==> src/rtl/u_pkg.sv <==
// Shared types and constants for the u_share thermometer-code scheduler.
// Latency: n/a (package only).
// Backpressure: n/a (package only).
//
// Contents: statistics counter width/ceiling and a saturating increment helper.
// The response record u_rsp_t depends on the user's W and N, so it is declared
// in the user from its own localparams (see u_share).
package u_pkg;

  localparam int unsigned U_STAT_W = 16;
  localparam logic [U_STAT_W-1:0] U_STAT_MAX = '1;

  // Increment that sticks at the ceiling instead of wrapping to zero.
  function automatic logic [U_STAT_W-1:0] u_sat_inc(input logic [U_STAT_W-1:0] cnt);
    return (cnt == U_STAT_MAX) ? cnt : cnt + 1'b1;
  endfunction

endpackage

==> src/rtl/u.sv <==
// Combinational unary/thermometer-code checker.
// Latency: 0 cycles (purely combinational).
// Backpressure: none; output follows input.
//
// Ports:
//   i_x         W-bit candidate vector
//   o_is_unary  vector is an admitted code (0..01..1 incl. zero, optionally complements)
//   o_inv       admitted in complemented form (is_unary & msb)
module u #(
  parameter int W                     = 16,
  parameter bit P_ADMIT_COMPLIMENT_EN = 1'b1
) (
  input  logic [W-1:0] i_x,
  output logic         o_is_unary,
  output logic         o_inv
);

  logic [W-1:0] x_inc;
  logic [W-1:0] nx;
  logic [W-1:0] nx_inc;
  logic         thermo_lo;
  logic         thermo_hi;

  always_comb begin
    x_inc  = i_x + 1'b1;
    nx     = ~i_x;
    nx_inc = nx + 1'b1;
    // x & (x+1) == 0 holds exactly for 2^k-1. Requiring msb=0 keeps all-ones
    // out of the plain form; it is only reachable as the complement of zero.
    thermo_lo  = ~i_x[W-1] & ((i_x & x_inc) == '0);
    // Complemented form: 1..10..0, which always has msb=1 (all-ones included).
    thermo_hi  = P_ADMIT_COMPLIMENT_EN & i_x[W-1] & ((nx & nx_inc) == '0);
    o_is_unary = thermo_lo | thermo_hi;
    o_inv      = o_is_unary & i_x[W-1];
  end

endmodule

==> src/rtl/u_rr_pick.sv <==
// Combinational round-robin picker: first valid requester at or above ptr, wrapping modulo N.
// Latency: 0 cycles (purely combinational).
// Backpressure: none; the caller decides whether the grant is taken.
//
// Ports:
//   i_vld      per-requester valid
//   i_ptr      search start index (always < N)
//   o_gnt_vld  at least one requester is valid
//   o_gnt      granted requester index
module u_rr_pick #(
  parameter  int N  = 4,
  localparam int IW = $clog2(N)
) (
  input  logic [N-1:0]  i_vld,
  input  logic [IW-1:0] i_ptr,
  output logic          o_gnt_vld,
  output logic [IW-1:0] o_gnt
);

  logic [2*N-1:0] dbl;
  logic [2*N-1:0] keep;
  logic [2*N-1:0] masked;
  int             idx;

  always_comb begin
    // Doubling the vector turns the wrap-around search into a plain
    // lowest-set-bit search over bits [ptr .. ptr+N-1].
    dbl  = {i_vld, i_vld};
    keep = '0;
    for (int i = 0; i < 2*N; i++) begin
      keep[i] = (i >= int'(i_ptr));
    end
    masked = dbl & keep;

    idx = 0;
    for (int i = 2*N-1; i >= 0; i--) begin
      if (masked[i]) idx = i;
    end
    if (idx >= N) idx = idx - N;

    o_gnt_vld = |i_vld;
    o_gnt     = IW'(idx);
  end

endmodule

==> src/rtl/u_share.sv <==
// Round-robin time-share of one thermometer-code checker among N requesters, with accept/reject stats.
// Latency: 1 cycle from accept to registered verdict on the response channel.
// Backpressure: a held response (o_rsp_vld & ~i_rsp_rdy) freezes o_rsp_* and drops all o_req_rdy.
//
// Ports:
//   i_clk, i_arst_n          clock, asynchronous active-low reset
//   i_req_vld/i_req_x        per-requester valid and W-bit vector (requester k at [k*W +: W])
//   o_req_rdy                per-requester ready, one-hot or zero
//   o_rsp_vld/i_rsp_rdy      response handshake
//   o_rsp_id/x/is_unary/inv  registered verdict tagged with requester index
//   i_stat_clr               synchronous clear of both counters (wins over increment)
//   o_acc_cnt/o_rej_cnt      saturating admitted/rejected counts
module u_share
  import u_pkg::*;
#(
  parameter  int W                     = 16,
  parameter  int N                     = 4,
  parameter  bit P_ADMIT_COMPLIMENT_EN = 1'b1,
  localparam int IW                    = $clog2(N)
) (
  input  logic                i_clk,
  input  logic                i_arst_n,
  input  logic [N-1:0]        i_req_vld,
  input  logic [N*W-1:0]      i_req_x,
  output logic [N-1:0]        o_req_rdy,
  output logic                o_rsp_vld,
  input  logic                i_rsp_rdy,
  output logic [IW-1:0]       o_rsp_id,
  output logic [W-1:0]        o_rsp_x,
  output logic                o_rsp_is_unary,
  output logic                o_rsp_inv,
  input  logic                i_stat_clr,
  output logic [U_STAT_W-1:0] o_acc_cnt,
  output logic [U_STAT_W-1:0] o_rej_cnt
);

  typedef struct packed {
    logic [IW-1:0] id;
    logic [W-1:0]  x;
    logic          is_unary;
    logic          inv;
  } u_rsp_t;

  logic                gnt_vld;
  logic [IW-1:0]       gnt;
  logic [W-1:0]        gnt_x;
  logic                chk_unary;
  logic                chk_inv;
  logic                can_load;
  logic                accept;

  u_rsp_t              rsp_q,     rsp_d;
  logic                rsp_vld_q, rsp_vld_d;
  logic [IW-1:0]       ptr_q,     ptr_d;
  logic [U_STAT_W-1:0] acc_q,     acc_d;
  logic [U_STAT_W-1:0] rej_q,     rej_d;

  u_rr_pick #(
    .N (N)
  ) u_pick (
    .i_vld     (i_req_vld),
    .i_ptr     (ptr_q),
    .o_gnt_vld (gnt_vld),
    .o_gnt     (gnt)
  );

  // Only the granted vector reaches the shared checker.
  always_comb begin
    gnt_x = '0;
    for (int k = 0; k < N; k++) begin
      if (gnt == IW'(k)) gnt_x = i_req_x[k*W +: W];
    end
  end

  u #(
    .W                     (W),
    .P_ADMIT_COMPLIMENT_EN (P_ADMIT_COMPLIMENT_EN)
  ) u_chk (
    .i_x        (gnt_x),
    .o_is_unary (chk_unary),
    .o_inv      (chk_inv)
  );

  // The response slot can take a new entry when empty or being drained this
  // cycle; ready never looks at i_req_x.
  assign can_load = ~rsp_vld_q | i_rsp_rdy;

  always_comb begin
    o_req_rdy = '0;
    for (int k = 0; k < N; k++) begin
      o_req_rdy[k] = gnt_vld & can_load & (gnt == IW'(k));
    end
  end

  assign accept = |(i_req_vld & o_req_rdy);

  always_comb begin
    rsp_d     = rsp_q;
    rsp_vld_d = rsp_vld_q;
    ptr_d     = ptr_q;
    if (accept) begin
      rsp_vld_d      = 1'b1;
      rsp_d.id       = gnt;
      rsp_d.x        = gnt_x;
      rsp_d.is_unary = chk_unary;
      rsp_d.inv      = chk_inv;
      // Explicit wrap so non-power-of-two N never lands on an unused index.
      ptr_d          = (gnt == IW'(N-1)) ? '0 : gnt + 1'b1;
    end else if (i_rsp_rdy) begin
      rsp_vld_d = 1'b0;
    end
  end

  always_comb begin
    acc_d = acc_q;
    rej_d = rej_q;
    if (i_stat_clr) begin
      acc_d = '0;
      rej_d = '0;
    end else if (accept) begin
      if (chk_unary) acc_d = u_sat_inc(acc_q);
      else           rej_d = u_sat_inc(rej_q);
    end
  end

  always_ff @(posedge i_clk or negedge i_arst_n) begin
    if (!i_arst_n) begin
      rsp_q     <= '0;
      rsp_vld_q <= 1'b0;
      ptr_q     <= '0;
      acc_q     <= '0;
      rej_q     <= '0;
    end else begin
      rsp_q     <= rsp_d;
      rsp_vld_q <= rsp_vld_d;
      ptr_q     <= ptr_d;
      acc_q     <= acc_d;
      rej_q     <= rej_d;
    end
  end

  assign o_rsp_vld      = rsp_vld_q;
  assign o_rsp_id       = rsp_q.id;
  assign o_rsp_x        = rsp_q.x;
  assign o_rsp_is_unary = rsp_q.is_unary;
  assign o_rsp_inv      = rsp_q.inv;
  assign o_acc_cnt      = acc_q;
  assign o_rej_cnt      = rej_q;

endmodule

==> config.mk <==
export PLATFORM = sky130hd
export DESIGN_NAME = u_share
export DESIGN_NICKNAME = d
export VERILOG_FILES = /design/src/rtl/u_pkg.sv /design/src/rtl/u.sv /design/src/rtl/u_rr_pick.sv /design/src/rtl/u_share.sv
export SDC_FILE = /design/constraint.sdc
export NUM_CORES = 1
export LEC_CHECK = 0
export ABC_AREA = 1
export CAP_MARGIN = 0
export CORE_MARGIN = 3
export CORE_UTILIZATION = 43
export CTS_CLUSTER_DIAMETER = 40
export CTS_CLUSTER_SIZE = 30
export DETAILED_ROUTE_END_ITERATION = 7
export PLACE_DENSITY = 0.78
export SETUP_SLACK_MARGIN = 0.2
export SYNTH_ARGS = -nofsm -noshare
export SYNTH_HDL_FRONTEND = slang
export SYNTH_SLANG_ARGS = --single-unit
==> constraint.sdc <==
create_clock -name i_clk -period 2.92 [get_ports i_clk]
set_clock_uncertainty 0.05 [all_clocks]
set_input_delay 0.73 -clock i_clk [delete_from_list [all_inputs] [get_ports i_clk]]
set_output_delay 0.73 -clock i_clk [all_outputs]
set_load 0.05 [all_outputs]
==> results.md, run 1 <==
- Clk Latency, worst-skew pair: 300 ps
- Critical path, cell by cell: buf_12, nor2_4, nand2_2, nand2_2, o21ai_2, nor2_2, inv_2, ha_4, buf_4, nor2_4, nand2_1, nand2_1, nand2_1, nand2_2, nand2_1, o21ai_0, o21ai_0, nor2_1, nand2_2, nand3_4, buf_8, nand3_2, nand2_1
- Worst-path clk slew: 100 ps
- FF-to-FF setup slack: -280 ps
- Crit path max-delay cell type: ha_4
- Final Net Count: 885
- CP bufs+invs: 4
- Synth Area per Inst: 6.68 sq um
- DRC: 0
- Crit end category: flip-flop
- Die W: 103 um
- Ratio of routed vias to standard cells: 5.39
- Commonest non-fill, non-tap cell in the layout: nand2_1
- Highest Clock Rate: 305 MHz
- Finish-stage setup viols: 38
- Startpoint Class: primary input
- Post-Route WL: 15400 um
- Post-route ant nets: 0
- Initial DRC count: 368
- Layout Utilization: 76.1%
- WL/cell: 16.5 um
- Failing checks: setup timing
- Setup_tns: -11420 ps
- Hold Crit Class: in -> async
- Most frequent cells in the layout: 189 x nand2_1, 119 x clkdlybuf4s50_1, 62 x nor2_1
- Synth top area share: 33.8%
- Fin crit share: 112%
- Outcome: finished with violations
- DR pass1 iterations: 5
- Setup CP Type: in -> reg
- H-tree levels: 2
- Synth Instances: 610
- Hpwl dp: 9680 um
- Diode count: 0
- Sequential share of the synthesized area: 33.8%
- Pwr Density: 931 nW/um^2
- Synth Cell Area: 4070 sq um
- Share of layout cells above drive strength 1: 31.1%
- Fillers: 625
- Yosys warns: 0
- Cell taking the most area after synthesis: dfrtp_1
- Buffers on Ports: 128
- Die Span Y: 103 um
- CP delay by family, top: simple AND/OR/NAND/NOR gates
- Relative slew slack: 54.6%
- Core Rows: 34
- CTS tree: yes
- Area growth, synth to finish: 67.6%
- Clk sinks: 55
- Clock Tree Buf Depth: 2
- Max-slew violations: 0
- GRT Total Usage: 26.8%
- Remaining Overflow, GRT: 0
- Post-route minimum period: 3270 ps
- Final setup margin: -354 ps
- Library cells used by synthesis: 37
- Initial antenna violation count: 0
- Core box area: 8980 sq um
- RSZ-0062 raised after global routing: true
- Crit path max fanout: 8
- Hold Violations, Final: 0
- Worst-margin pin slew: 675 ps
- I/O pin cnt: 129
- First-pass GRT wire length: 22700 um
- Cell mode on critical path: nand2_1
- Largest net degree at the start of global routing: 56
- Syn_nets: 688
- Total number of vias: 5032
- Max cap viols: 0
- Vias in the first global route: 4773
- CP peak stage delay: 200 ps
- Die ar.: 10700 sq um
- Root Driver: clkbuf_8
- Worst Path Required: 3110 ps
- Gp weighted congestion: 0.941
- WP data arrival: 3460 ps
- CTS buffer count: 5
- Initial Utilization: 45.4%
- Leakage Power: 3.06 nW
- Ranking of synthesized cells by area: dfrtp_1 34%, nand2_1 19%, nor2_1 8.0%
- Peak VDD IR: 0.000922 V
- Seq cells post-synth: 55
==> worst reg2reg max path, delay by kind of cell (launching register included) <==
family	cells	cell delay [ps]
simple gates	12	1370
compound gates	4	630
flops	1	480
buf+inv	3	410
fa+ha+maj	1	200
==> final cells by class <==
class                      instances  area [sq um]  area share, %
clock buffer                       6          82.6           1.21
clock inverter                     1          5.00         0.0733
inverter                          46           210           3.08
multi-input combinational        487          2840           41.6
sequential                        55          1380           20.2
tap                              126           158           2.31
timing repair buffer             209          2130           31.2
timing repair inverter             3          26.3          0.385
==> metal layers <==
metal / vias up / part of all wire [%] / global-route usage [%]
met2: 236 / 51 / 47.1
met4: 0 / 2.6 / 8.27
li1: 2341 / - / -
met3: 47 / 6.7 / 4.69
met1: 2408 / 39 / 33.6
met5: - / 0 / 0
==> cell usage after synthesis (all sizes together) <==
| cell type | count |
|---|---|
| nand4 | 7 |
| o2111ai | 1 |
| buf | 15 |
| xor2 | 10 |
| dlygate4sd1 | 1 |
| nand3 | 56 |
| a31oi | 3 |
| ha | 6 |
| inv | 46 |
| xnor2 | 9 |
| o21ai | 34 |
| nor3 | 7 |
| nand2 | 224 |
| nor2 | 95 |
| nor4 | 2 |
| dfrtp | 55 |
| a211oi | 2 |
| a311oi | 1 |
| a22oi | 1 |
| nor3b | 3 |
| a21oi | 23 |
| clkbuf | 8 |
| o22ai | 1 |
==> state kept, by name, indices dropped and copies added (netlist names) <==
name / count
o_acc_cnt: 16
o_rsp_inv: 1
o_rsp_id: 2
o_rsp_is_unary: 1
o_rsp_vld: 1
o_rsp_x: 16
o_rej_cnt: 16
ptr_q: 2
==> timing repair <==
| action | in CTS | in global routing |
|---|---|---|
| setup buffers | 16 | 9 |
| gates resized for setup | 97 | 79 |
| hold buffers | 0 | 0 |
| setup endpoints to repair | 59 | 59 |
| cloned | 6 | 1 |
| pin swaps | 31 | 43 |
==> report_power, final <==
group / switching (mW) / internal (mW)
combinational: 2.88 / 1.97
clock: 0.235 / 0.187
sequential: 0.159 / 0.935
total: 3.27 / 3.09
==> stage by stage <==
stage	worst slack [ps]	instances	power [mW]	area [sq um]	hold WS [ps]
4_1_cts	-177	923	5.80	6430	376
6_report	-354	933	6.36	6830	356
2_1_floorplan	-217	610	3.47	4170	384
3_3_place_gp	-1020	894	4.80	5900	420
5_1_grt	-565	933	6.76	6830	370
3_5_place_dp	-1070	894	4.86	5900	420
==> cell families after synthesis <==
group	count (synthesis)	synth area share [%]
AND/OR/NAND/NOR	394	42.5
buffers and inverters	70	8.97
AO/OA/AOI/OAI	66	8.81
flip-flops	55	33.8
XOR/XNOR	19	4.08
adder cells (fa/ha/maj)	6	1.84
==> path summary, 6_finish.rpt <==
| check | startpoint | end | depth (start not counted) |
|---|---|---|---|
| max | i_req_vld[0] | o_rej_cnt[5] | 23 |
| min | i_arst_n | o_rsp_vld | 2 |
| max reg2reg | ptr_q[1] | o_rej_cnt[5] | 20 |
| min reg2reg | o_rsp_x[15] | o_rsp_x[15] | 2 |
| max in group asynchronous | i_arst_n | o_rsp_x[5] | 2 |
| min in group i_clk | o_rsp_x[15] | o_rsp_x[15] | 2 |
Note: power is estimated with default switching activity, not from simulation.
==> run 2: changes to the inputs <==
--- a/config.mk
+++ b/config.mk
@@ -6,13 +6,14 @@
 export NUM_CORES = 1
 export LEC_CHECK = 0
 export ABC_AREA = 1
-export CAP_MARGIN = 0
+export CAP_MARGIN = 30
 export CORE_MARGIN = 3
-export CORE_UTILIZATION = 43
+export CORE_UTILIZATION = 58
 export CTS_CLUSTER_DIAMETER = 40
 export CTS_CLUSTER_SIZE = 30
 export DETAILED_ROUTE_END_ITERATION = 7
-export PLACE_DENSITY = 0.78
+export DONT_BUFFER_PORTS = 1
+export PLACE_DENSITY = 0.76
 export SETUP_SLACK_MARGIN = 0.2
 export SYNTH_ARGS = -nofsm -noshare
 export SYNTH_HDL_FRONTEND = slang
==> run 2 against run 1 <==
Compared with the run above: cell area decreased by 18%; critical path type unchanged; the run still ends with setup timing left; via count decreased by 11%; non-clock buffer count decreased by 106.
==> results.md, run 2 (synthesis gave the netlist of run 1 again) <==
- Hold Crit Class: in -> async
- Die W: 89.8 um (-13%)
- CP delay by family, top: simple AND/OR/NAND/NOR gates
- Hold Violations, Final: 0 (unchanged)
- Setup_tns: -6570 ps (+4850 ps)
- Final Net Count: 776 (-12%)
- Gp weighted congestion: 0.966 (+2.7%)
- Total number of vias: 4480 (-11%)
- Root Driver: clkbuf_8
- Crit path max fanout: 8 (unchanged)
- Largest net degree at the start of global routing: 56 (unchanged)
- Finished Layout Cells: 791 (-15%)
- Post-Route WL: 13000 um (-16%)
- Core Rows: 29 (-15%)
- Worst-path clk slew: 90 ps (about the same)
- Initial antenna violation count: 0 (unchanged)
- DP Worst Slack: -646 ps (+422 ps)
- DRC: 0 (unchanged)
- Setup CP Type: in -> reg
- Die ar.: 8070 sq um (-24%)
- Met1 WL: 5150 um (-15%)
- Leakage Power: 2.71 nW (-12%)
- Hold bufs inserted after CTS: 0 (unchanged)
- H-tree levels: 2 (unchanged)
- WP data arrival: 3360 ps (-100 ps)
- Initial Utilization: 62.0% (+17 points)
- Relative slew slack: 58.1% (+3.5 points)
- Finish-stage setup viols: 35 (-7.9%)
- Post-route minimum period: 3160 ps (-114 ps)
- CTS tree: yes
- Hold WS: 59.3 ps (-297 ps)
- Hpwl dp: 8050 um (-17%)
- Crit path max-delay cell type: ha_4
- Ratio of routed vias to standard cells: 5.66 (+5.0%)
- Clk sinks: 55 (unchanged)
- RSZ-0062 raised after global routing: true
- Buffers on Ports: 0 (-100%)
- CP bufs+invs: 6 (+2)
- GRT Total Usage: 28.8% (+2.0 points)
- WL/cell: 16.4 um (-0.46%)
- Die Span Y: 89.8 um (-13%)
- DR pass1 iterations: 5 (unchanged)
- Highest Clock Rate: 316 MHz (+3.6%)
- Area growth, synth to finish: 36.8%
- Met2 WL post-DR: 6460 um (-18%)
- Pwr Density: 1070 nW/um^2 (+15%)
- Diode count: 0 (unchanged)
- Vias in the first global route: 4233 (-11%)
- CP peak stage delay: 210 ps (about the same)
- Most frequent cells in the layout: 168 x nand2_1, 75 x buf_4, 72 x nor2_1
- Failing checks: setup timing
- Clock Tree Buf Depth: 2 (unchanged)
- Fillers: 409 (-35%)
- First-pass GRT wire length: 19700 um (-13%)
- Met3 wire length: 1110 um (+6.6%)
- Commonest non-fill, non-tap cell in the layout: nand2_1
- Area after DPL: 4640 sq um (-21%)
- Startpoint Class: primary input
- Post-route ant nets: 0 (unchanged)
- Final instance area: 5570 sq um (-18%)
- Outcome: finished with violations
- Share of layout cells above drive strength 1: 36.4% (+5.3 points)
- Initial DRC count: 289 (-21%)
- Remaining Overflow, GRT: 0 (unchanged)
- Max-slew violations: 0 (unchanged)
- Top Layer Used: met4
- Clk Latency, worst-skew pair: 300 ps (about the same)
- Final total power: 5.96 mW (-6.3%)
- Fin crit share: 108% (-3.9 points)
- Critical path, cell by cell: nor3b_2, buf_4, nor2_2, inv_2, ha_4, buf_12, buf_16, a21oi_1, nand2_1, a22oi_2, inv_2, o21ai_1, nand3_1, a21oi_2, nand2_4, nand3_4, buf_6, nand3_1, nand2_1
- Layout Utilization: 84.9% (+8.8 points)
- Worst-margin pin slew: 629 ps (-45.9 ps)
- Crit end category: flip-flop
- Core box area: 6570 sq um (-27%)
- Cells after DPL: 749 (-16%)
- Final setup margin: -241 ps (+114 ps)
- Peak VDD IR: 0.000795 V (-14%)
- Worst Path Required: 3110 ps (about the same)
- CTS buffer count: 5 (unchanged)
- Max cap viols: 0 (unchanged)
- I/O pin cnt: 129 (unchanged)
-- run 2: cell count changes in the layout (fill, tap and decap cells not counted), moves of 4 or more --
cell,previous run,this run
nand2_1,189,168
inv_1,22,26
o21ai_0,22,12
o21ai_1,6,17
nand2_2,28,46
nor2_2,20,13
inv_4,8,2
nor2_1,62,72
buf_12,12,5
nand3_1,24,36
nand3_2,28,17
buf_4,56,75
clkdlybuf4s50_1,119,0
-- run 2: cell type report --
cell class	count	area (sq um)	area share [%]
sequential	55	1380	24.7
clock inverter	1	5.00	0.0898
timing repair buffer	103	993	17.8
multi-input combinational	487	2800	50.2
clock buffer	6	82.6	1.48
tap	93	116	2.09
inverter	46	199	3.57
-- run 2: path summary, 6_finish.rpt --
kind	cells past startpoint	start	slack [ps]	end
worst max-delay path	19	i_req_vld[0]	-240	o_acc_cnt[12]
worst min-delay path	0	i_arst_n	60	o_rsp_x[14]
worst max register to register	19	ptr_q[1]	-240	o_acc_cnt[12]
worst min register to register	2	o_acc_cnt[3]	530	o_acc_cnt[3]
max in group asynchronous	0	i_arst_n	2660	o_rsp_x[7]
min in group i_clk	1	i_rsp_rdy	480	o_rsp_vld
-- run 2: repair_timing --
action	in CTS	in global routing
pin swaps	15	27
gates cloned	3	3
endpoints found under the hold margin	0	0
buffers inserted	17	12
setup endpoints to repair	45	52
gates resized for setup	59	90
-- run 2: power by group --
part           internal, mW  switching, mW
clock                 0.187          0.238
sequential            0.926          0.567
combinational          1.74           2.30
total                  2.85           3.11
-- run 2: metal layers --
metal / up-vias / global-route usage (%)
met4: 0 / 8.43
met1: 2104 / 38.2
met2: 220 / 46.8
met3: 31 / 7.01
li1: 2125 / -
met5: - / 0
==> patch (flow settings as in run 2) <==
Reset style: synchronous (`i_arst_n`), changed in one clocked block. Comments in the files are not updated.
--- a/src/rtl/u_share.sv
+++ b/src/rtl/u_share.sv
@@ -125,3 +125,3 @@
 
-  always_ff @(posedge i_clk or negedge i_arst_n) begin
+  always_ff @(posedge i_clk) begin
     if (!i_arst_n) begin
Formal check against the unedited RTL: differs if i_arst_n is asserted again (counterexample within 4 cycles, from zero or initial values and one cycle with i_arst_n low); with i_arst_n held inactive, the same outputs for 4 cycles.
==> patch against run 2 <==
The flow still finishes with violations (setup timing); largest power group unchanged; cell count grew 8.1%; sequential cell count is the same; first-iteration DRC count shrank 28%; area after synthesis grew 0.58%; sequential power shrank 11%; highest routed layer unchanged; worst setup slack gained 11 ps; total power shrank 24%; wire length shrank 6.3%; synthesized cell count grew 11%; non-clock buffer count shrank 7; register-to-register slack gained 70 ps; design area shrank 7.1%.
==> patch: results (changes against run 2) <==
{| class="wikitable"
! Metric !! Value
|-
| Avg WL per Cell || 14.2 µm (-13%)
|-
| Layout overhead on the synthesized area || 26.4%
|-
| Sum Neg Setup Slack || -6450 ps (+116 ps)
|-
| First DRT Iteration DRCs || 207 (-28%)
|-
| Clock share of power || 10.1% (+3.0 points)
|-
| Wire length of the first global-routing pass || 19700 µm (about the same)
|-
| Final setup violation count || 33 (-5.7%)
|-
| Failing checks || setup timing
|-
| Leakage power of the design || 0.00237 µW (-12%)
|-
| Seq/Total Area, Yosys || 26.9% (-6.9 points)
|-
| Share of final-layout standard cells stronger than drive strength 1 || 25.4% (-11 points)
|-
| Cell variety after synth || 39 (+5.4%)
|-
| Final Worst Setup Slack || -230 ps (+10.5 ps)
|-
| Async set or reset register ratio after synthesis || 0% (-100 points)
|-
| Share of power burned in combinational logic || 60.6% (-7.2 points)
|-
| Setup bufs post-CTS || 6 (-11)
|-
| Run status || finished with violations
|-
| Instance count after placement with tap cells included || 837 (+12%)
|-
| Total global routing track utilization || 28.8% (+0.038 points)
|-
| Syn nets || 758 (+10%)
|-
| Top fanout value on the critical path || 14 (+6)
|-
| CTS resizes || 35 (-41%)
|-
| Mean instance size in the synthesized netlist || 6.03 µm² (-9.8%)
|-
| Largest net degree at the start of global routing || 35 (-38%)
|-
| Synth Flop Type || sky130_fd_sc_hd__dfxtp_1
|-
| Area contributors post-synth || sky130_fd_sc_hd__dfxtp_1, sky130_fd_sc_hd__nand2_1, sky130_fd_sc_hd__nor2_1
|}
==> patch: changes by cell type in the layout (fill, tap and decap cells not counted), sizes merged, moves of 7 or more <==
cell and change:
a21oi +22, dfrtp -55, dfxtp +55, inv +49, nand2 -37, nand3 -13
nand4 +22, nor2 +31, o21bai +10, xnor2 -8, xor2 -7
==> patch: final cells by class <==
class	count	share of cell area, %
flip-flops and latches	55	21.3
multi-input cells	506	51.5
clock buffers	7	1.86
well taps	96	2.32
inverters	94	6.96
clock inverters	1	0.145
repair buffers	96	16.0
==> patch: path summary, 6_finish.rpt <==
path	cells after the start	start	endpoint	slack, ps
setup / recovery	24	i_req_vld[2]	o_acc_cnt[5]$_SDFFE_PP0P_	-230
hold / removal	2	ptr_q[1]$_SDFFE_PN0P_	ptr_q[1]$_SDFFE_PN0P_	500
setup reg to reg	22	ptr_q[1]$_SDFFE_PN0P_	o_acc_cnt[5]$_SDFFE_PP0P_	-170
hold reg to reg	2	ptr_q[1]$_SDFFE_PN0P_	ptr_q[1]$_SDFFE_PN0P_	500
==> patch: cells by family (layout without fill, tap and decap cells) <==
group	count (synthesis)	in the layout	synth area share [%]
fa+ha+maj	6	6	1.83
buf+inv	121	198	13.5
xor+xnor	4	4	0.855
flops	55	55	26.9
compound gates	90	90	13.0
simple gates	404	406	43.9
==> patch: routing by layer <==
| layer | global-route usage [%] | share of wire [%] | routed length, µm |
|---|---|---|---|
| met3 | 6.36 | 7.9 | 964 |
| met2 | 54.1 | 51 | 6160 |
| met4 | 10.1 | 2.8 | 338 |
| met5 | 0 | 0 | 0 |
| met1 | 31.5 | 39 | 4720 |
==> patch: worst max-delay path: stages <==
cell and delay (ps):
sky130_fd_sc_hd__a21boi_2 120, sky130_fd_sc_hd__inv_1 60, sky130_fd_sc_hd__o21ai_1 80, sky130_fd_sc_hd__nand2_1 100, sky130_fd_sc_hd__nand2_4 100, sky130_fd_sc_hd__inv_4 50, sky130_fd_sc_hd__ha_4 190, sky130_fd_sc_hd__buf_6 120
sky130_fd_sc_hd__nor2_4 140, sky130_fd_sc_hd__nand2_1 70, sky130_fd_sc_hd__nand2_1 60, sky130_fd_sc_hd__nand2_1 70, sky130_fd_sc_hd__nand2_2 110, sky130_fd_sc_hd__nand2_2 80, sky130_fd_sc_hd__nor2_4 130, sky130_fd_sc_hd__nand3_2 120
sky130_fd_sc_hd__nor2_1 120, sky130_fd_sc_hd__nor2_1 60, sky130_fd_sc_hd__nor2_2 160, sky130_fd_sc_hd__nand2_4 160, sky130_fd_sc_hd__nand2_4 210, sky130_fd_sc_hd__nand4_1 140, sky130_fd_sc_hd__nand2_1 90, sky130_fd_sc_hd__nor2_1 40
